<file path="src/rtl/parity_frame_rx.sv">
// parity_frame_rx
//   Checking end of the XOR parity link. Deserializes one frame of DATA_W
//   data bits (LSB first) followed by one parity bit, recomputes parity with
//   a running XOR and reports the word, a mismatch flag and a saturating
//   count of mismatched frames.
//
// Ports
//   clk        : rising-edge clock
//   rst_n      : asynchronous active-low reset
//   start      : one-cycle frame-start strobe (also aborts a frame in flight)
//   bit_in     : serial data / parity bit
//   bit_valid  : bit_in is sampled on a rising edge while high
//   data_out   : data word of the last completed frame
//   data_valid : one-cycle pulse when a frame completes
//   parity_err : 1 when the last completed frame had a parity mismatch
//   err_cnt    : saturating count of mismatched frames
//   busy       : high while in DATA or PARITY
module parity_frame_rx #(
    parameter int unsigned DATA_W    = 8,
    parameter bit          ODD       = 1'b0,
    parameter int unsigned ERR_CNT_W = 8
) (
    input  logic                 clk,
    input  logic                 rst_n,
    input  logic                 start,
    input  logic                 bit_in,
    input  logic                 bit_valid,
    output logic [DATA_W-1:0]    data_out,
    output logic                 data_valid,
    output logic                 parity_err,
    output logic [ERR_CNT_W-1:0] err_cnt,
    output logic                 busy
);

    localparam int unsigned      CNT_W    = $clog2(DATA_W + 1);
    localparam logic [CNT_W-1:0] LAST_BIT = CNT_W'(DATA_W - 1);

    typedef enum logic [1:0] {
        S_IDLE,
        S_DATA,
        S_PARITY
    } state_t;

    state_t                 state_q,    state_d;
    logic [CNT_W-1:0]       cnt_q,      cnt_d;
    logic [DATA_W-1:0]      shift_q,    shift_d;
    logic                   par_q,      par_d;
    logic [DATA_W-1:0]      data_out_q, data_out_d;
    logic                   perr_q,     perr_d;
    logic                   pend_q,     pend_d;
    logic                   dv_q,       dv_d;
    logic [ERR_CNT_W-1:0]   err_cnt_q,  err_cnt_d;

    always_ff @(posedge clk or negedge rst_n) begin
        if (!rst_n) begin
            state_q    <= S_IDLE;
            cnt_q      <= '0;
            shift_q    <= '0;
            par_q      <= 1'b0;
            data_out_q <= '0;
            perr_q     <= 1'b0;
            pend_q     <= 1'b0;
            dv_q       <= 1'b0;
            err_cnt_q  <= '0;
        end else begin
            state_q    <= state_d;
            cnt_q      <= cnt_d;
            shift_q    <= shift_d;
            par_q      <= par_d;
            data_out_q <= data_out_d;
            perr_q     <= perr_d;
            pend_q     <= pend_d;
            dv_q       <= dv_d;
            err_cnt_q  <= err_cnt_d;
        end
    end

    always_comb begin
        state_d    = state_q;
        cnt_d      = cnt_q;
        shift_d    = shift_q;
        par_d      = par_q;
        data_out_d = data_out_q;
        perr_d     = perr_q;
        pend_d     = 1'b0;
        dv_d       = 1'b0;
        err_cnt_d  = err_cnt_q;

        // The parity edge latches word and flag and arms pend; the completion
        // pulse and the error count follow one edge later, so the FSM is
        // already back in IDLE while data_valid is high.
        if (pend_q) begin
            dv_d = 1'b1;
            if (perr_q && (err_cnt_q != '1)) begin
                err_cnt_d = err_cnt_q + ERR_CNT_W'(1);
            end
        end

        // start wins in every state: a frame in flight is dropped and any
        // bit_valid in the same cycle is ignored.
        if (start) begin
            state_d = S_DATA;
            cnt_d   = '0;
            shift_d = '0;
            par_d   = ODD;
        end else begin
            case (state_q)
                S_IDLE: begin
                end
                S_DATA: begin
                    if (bit_valid) begin
                        shift_d = shift_q | (DATA_W'(bit_in) << cnt_q);
                        par_d   = par_q ^ bit_in;
                        cnt_d   = cnt_q + CNT_W'(1);
                        if (cnt_q == LAST_BIT) begin
                            state_d = S_PARITY;
                        end
                    end
                end
                S_PARITY: begin
                    if (bit_valid) begin
                        state_d    = S_IDLE;
                        data_out_d = shift_q;
                        perr_d     = par_q ^ bit_in;
                        pend_d     = 1'b1;
                    end
                end
                default: state_d = S_IDLE;
            endcase
        end
    end

    assign data_out   = data_out_q;
    assign data_valid = dv_q;
    assign parity_err = perr_q;
    assign err_cnt    = err_cnt_q;
    assign busy       = (state_q != S_IDLE);

endmodule

</file>
<file path="config.mk">
export PLATFORM = sky130hd
export DESIGN_NAME = parity_frame_rx
export DESIGN_NICKNAME = d
export VERILOG_FILES = /design/src/rtl/parity_frame_rx.sv
export SDC_FILE = /design/constraint.sdc
export NUM_CORES = 1
export LEC_CHECK = 0
export ABC_CLOCK_PERIOD_IN_PS = 2250
export CAP_MARGIN = 30
export CORE_MARGIN = 2
export CORE_UTILIZATION = 52
export DETAILED_ROUTE_END_ITERATION = 8
export GPL_TIMING_DRIVEN = 0
export PLACE_DENSITY = 0.77
export SYNTH_ARGS = -nofsm -noshare
export SYNTH_HDL_FRONTEND = slang
export SYNTH_SLANG_ARGS = --single-unit
export TNS_END_PERCENT = 1
</file>
<file path="constraint.sdc">
create_clock -name clk -period 2.25 [get_ports clk]
set_clock_uncertainty 0.2 [all_clocks]
set_input_delay 0.45 -clock clk [delete_from_list [all_inputs] [get_ports clk]]
set_output_delay 0.45 -clock clk [all_outputs]
set_load 0.03 [all_outputs]
</file>
==> results of run 1 <==
[what timing repair did]
item / 4_1_cts / 5_1_grt
hold endpoints to repair: 34 / 0
hold buffers: 1 / 0
endpoints found under the setup margin: 1 / 0
resized for setup: 1 / 0
[cells in the mapped netlist (all sizes together)]
library cell	n
a31oi	4
inv	1
nand3	5
and3b	1
xnor2	6
dfrtp	34
nor2b	2
mux2i	1
nor3	2
nand2b	1
nor2	18
xor2	3
and2b	1
dlymetal6s2s	1
mux2	10
or2	1
a21oi	10
nand4b	1
buf	3
and4	1
a31o	1
nand2	6
nor4b	1
nand4	3
ha	2
and3	2
[flip-flops by register name (all words and copies together), names as in the netlist]
register,flops
shift_q,8
cnt_q,4
data_out,8
state_q,2
err_cnt,8
data_valid,1
par_q,1
parity_err,1
pend_q,1
[final cells by class]
cell class,count,area share
sequential,34,0.4762
multi-input combinational,82,0.3151
timing repair buffer,23,0.1254
clock buffer,7,0.03081
buffer,4,0.02591
tap,31,0.02171
clock inverter,1,0.002801
inverter,1,0.002101
[path summary, 6_finish.rpt]
path	startpoint	end	slack [ns]	cells past startpoint
worst min register to register	pend_q	data_valid	0.24	0
worst max-delay path	err_cnt[3]	err_cnt[3]	0.11	1
max in group asynchronous	rst_n	par_q	0.87	2
worst min-delay path	start	shift_q[1]	0.10	2
min in group asynchronous	rst_n	parity_err	0.51	2
worst max register to register	err_cnt[0]	err_cnt[1]	0.45	5
[power by group through the flow]
stage               clock network [mW]  logic, mW  registers (mW)
global placement                     0     0.0683           0.646
global route                     0.382     0.0769           0.637
floorplan                            0     0.0368           0.647
finish                           0.341     0.0686           0.635
CTS                              0.357     0.0700           0.635
detailed placement                   0     0.0684           0.647
[cells by family after synthesis]
logic type	share of synthesized area
buffers and inverters	0.03418
AND/OR/NAND/NOR	0.1726
flip-flops	0.5812
adder cells (fa/ha/maj)	0.01709
XOR/XNOR	0.05385
multiplexers	0.08376
AO/OA/AOI/OAI	0.05726
[worst register-to-register path, stage by stage (launching register included)]
cell	delay, ns
dfrtp_1	0.41
ha_1	0.22
nand3_1	0.12
nand2b_2	0.24
nand3_1	0.14
mux2_2	0.35
[layer usage]
layer / vias to the layer above / track usage / part of all wire / wire, µm
li1: 480 / - / - / -
met1: 491 / 0.2067 / 0.44 / 1092
met2: 19 / 0.2791 / 0.49 / 1222
met3: 8 / 0.05215 / 0.043 / 108
met4: 0 / 0.1229 / 0.028 / 70
met5: - / 0 / 0 / 0
==> summary.log, run 1 <==
qor: final_layout.drive_above_1_share 0.1842
qor: power.power.sequential.fraction 0.608
qor: setup_path.critical_path.startpoint_type flip-flop
qor: final_layout.antenna_cells_inserted 0
qor: setup_path.crit_family buffers and inverters
qor: clocking.postCtsSetupRepairBufs 0
qor: floorplan.ios 24
qor: placed_design.placedCellCount 174
qor: placed_design.gp_congestion 0.8289
qor: floorplan.dieArea 3256 µm²
qor: timing.hold_viol_final 0
qor: power.p_leak 0.8200 nW
qor: setup_path.critical_path.endpoint_type output port
qor: timing.hold-worst-slack 0.1009 ns
qor: clocking.clk_latency 0.33 ns
qor: floorplan.die_width 57.06 µm
qor: final_layout.layout_commonest_cell dfrtp_1
qor: detailed_routing.postRouteAntennaNets 0
qor: status.run_status finished clean
qor: timing.worst_pin_slew 0.7400 ns
qor: final_layout.num-nets-final 158
qor: final_layout.layoutNonFillerInstCount 183
qor: global_route.via_count_of_the_first_global_routing_pass 980
qor: final_layout.multi_input_area 563.0 µm²
qor: detailed_routing.via_count 998
qor: synth.syn_avg_cell_area 12.10 µm²
qor: timing.finalSetupViolations 0
qor: synth.synth_top_area_cell dfrtp_1
qor: timing.fmax 466.2 MHz
qor: global_route.grt_start_max_net_pins 35
qor: detailed_routing.drcViolationCount 0
qor: timing.totalNegativeSetupSlack 0 ns
qor: detailed_routing.firstDrtPassIters 4
qor: hold_path.min-delay-path-class input pin to flip-flop
qor: job.maxCapViolCount 0
qor: global_route.grt_first_pass_wirelength 4271 µm
qor: placed_design.dp_worst_setup_slack 0.1056 ns
qor: setup_path.crit_path_category flip-flop to output port
qor: timing.fin_crit_sh 0.9533
qor: clocking.h-tree-depth 2
qor: placed_design.buffer_ports.inserted 22
qor: setup_path.worst_path_bufs_invs 1
qor: setup_path.critical-path-max-stage-delay 0.71 ns
qor: timing.slew_headroom 0.5067
qor: timing.final_max_slew_viol_count 0
qor: timing.final.min_clock_period 2.145 ns
qor: synth.synthTopCellsByArea dfrtp_1, mux2_2, nor2_1
qor: detailed_routing.initialDrtViolationCount 44
qor: floorplan.floorplan.rows 19
qor: floorplan.initial_utilization 0.5402
qor: global_route.antenna_found_initial 0
qor: setup_path.timing.critical_path.required 1.60 ns
qor: power.power-per-cell-area 584.5 nW/µm²
qor: clocking.cts_max_path_buffers 2
qor: final_layout.layout-area-overhead-vs-synth 22.05%
qor: detailed_routing.dr_wl_cell 13.62 µm
qor: global_route.track_usage 0.1766
qor: detailed_routing.routed_via_density 5.454
qor: placed_design.placed_cell_area 1718 µm²
qor: power.sw_frac_of_total 0.2330
qor: setup_path.critical_path.slowest_cell clkdlybuf4s50_1
qor: floorplan.die_height 57.06 µm
qor: final_layout.layout.cells.most_common_list dfrtp_1, clkdlybuf4s50_1, nor2_1
qor: power.fin_total_pwr 1.044 mW
qor: clocking.ctsRootBufferMaster clkbuf_4
qor: placed_design.hpwl 1801 µm
qor: power.netSwitchingPower 0.2434 mW
qor: final_layout.fillCellCount 217
qor: timing.final_critical_path_setup_slack 0.1050 ns
qor: synth.netlist.area_leader.share 0.5812
qor: clocking.tritoncts_clock_tree done
qor: power.power.clock.fraction 0.327
qor: synth.ys.warnings.count 0
qor: setup_path.critical_path.cell_chain clkdlybuf4s50_1
qor: synth.ys_ff_latch 34
qor: power.comb_power_share 0.066
qor: synth.yosysSeqAreaShare 0.5812
qor: setup_path.worstPathArrival 1.49 ns
qor: synth.ys_types 28
qor: floorplan.core 2710 µm²
qor: clocking.cts.sinks 34
qor: timing.rsz0062_at_grt false
qor: synth.syn_inst 121
qor: final_layout.final_core_util 0.6593
qor: power.internal_power 0.8010 mW
qor: synth.mapped_cell_area 1464 µm²
qor: final_layout.layout.area.seq 850.8 µm²
qor: clocking.cts-buffers-inserted 5
qor: final_layout.postLayoutCellArea 1787 µm²
qor: detailed_routing.detail_route.wirelength 2493 µm
qor: setup_path.crit_fanout 7
qor: global_route.grt_overflow_total 0
qor: power.vdd.ir_drop.worst 526.4 µV
qor: clocking.clkSlewWorstSetupHoldPaths 0.10 ns
qor: synth.synth_fp_nets 128
No activity file was read; power rests on OpenSTA's default activity.
==> inputs of run 2 (changes only) <==
--- a/config.mk
+++ b/config.mk
@@ -9,8 +9,10 @@
 export CAP_MARGIN = 30
 export CORE_MARGIN = 2
 export CORE_UTILIZATION = 52
+export CTS_CLUSTER_DIAMETER = 40
 export DETAILED_ROUTE_END_ITERATION = 8
 export GPL_TIMING_DRIVEN = 0
+export HOLD_SLACK_MARGIN = 0.03
 export PLACE_DENSITY = 0.77
 export SYNTH_ARGS = -nofsm -noshare
 export SYNTH_HDL_FRONTEND = slang
==> results of run 2 <==
Same layout as run 1: the final DEF is identical, and so are final timing and power.
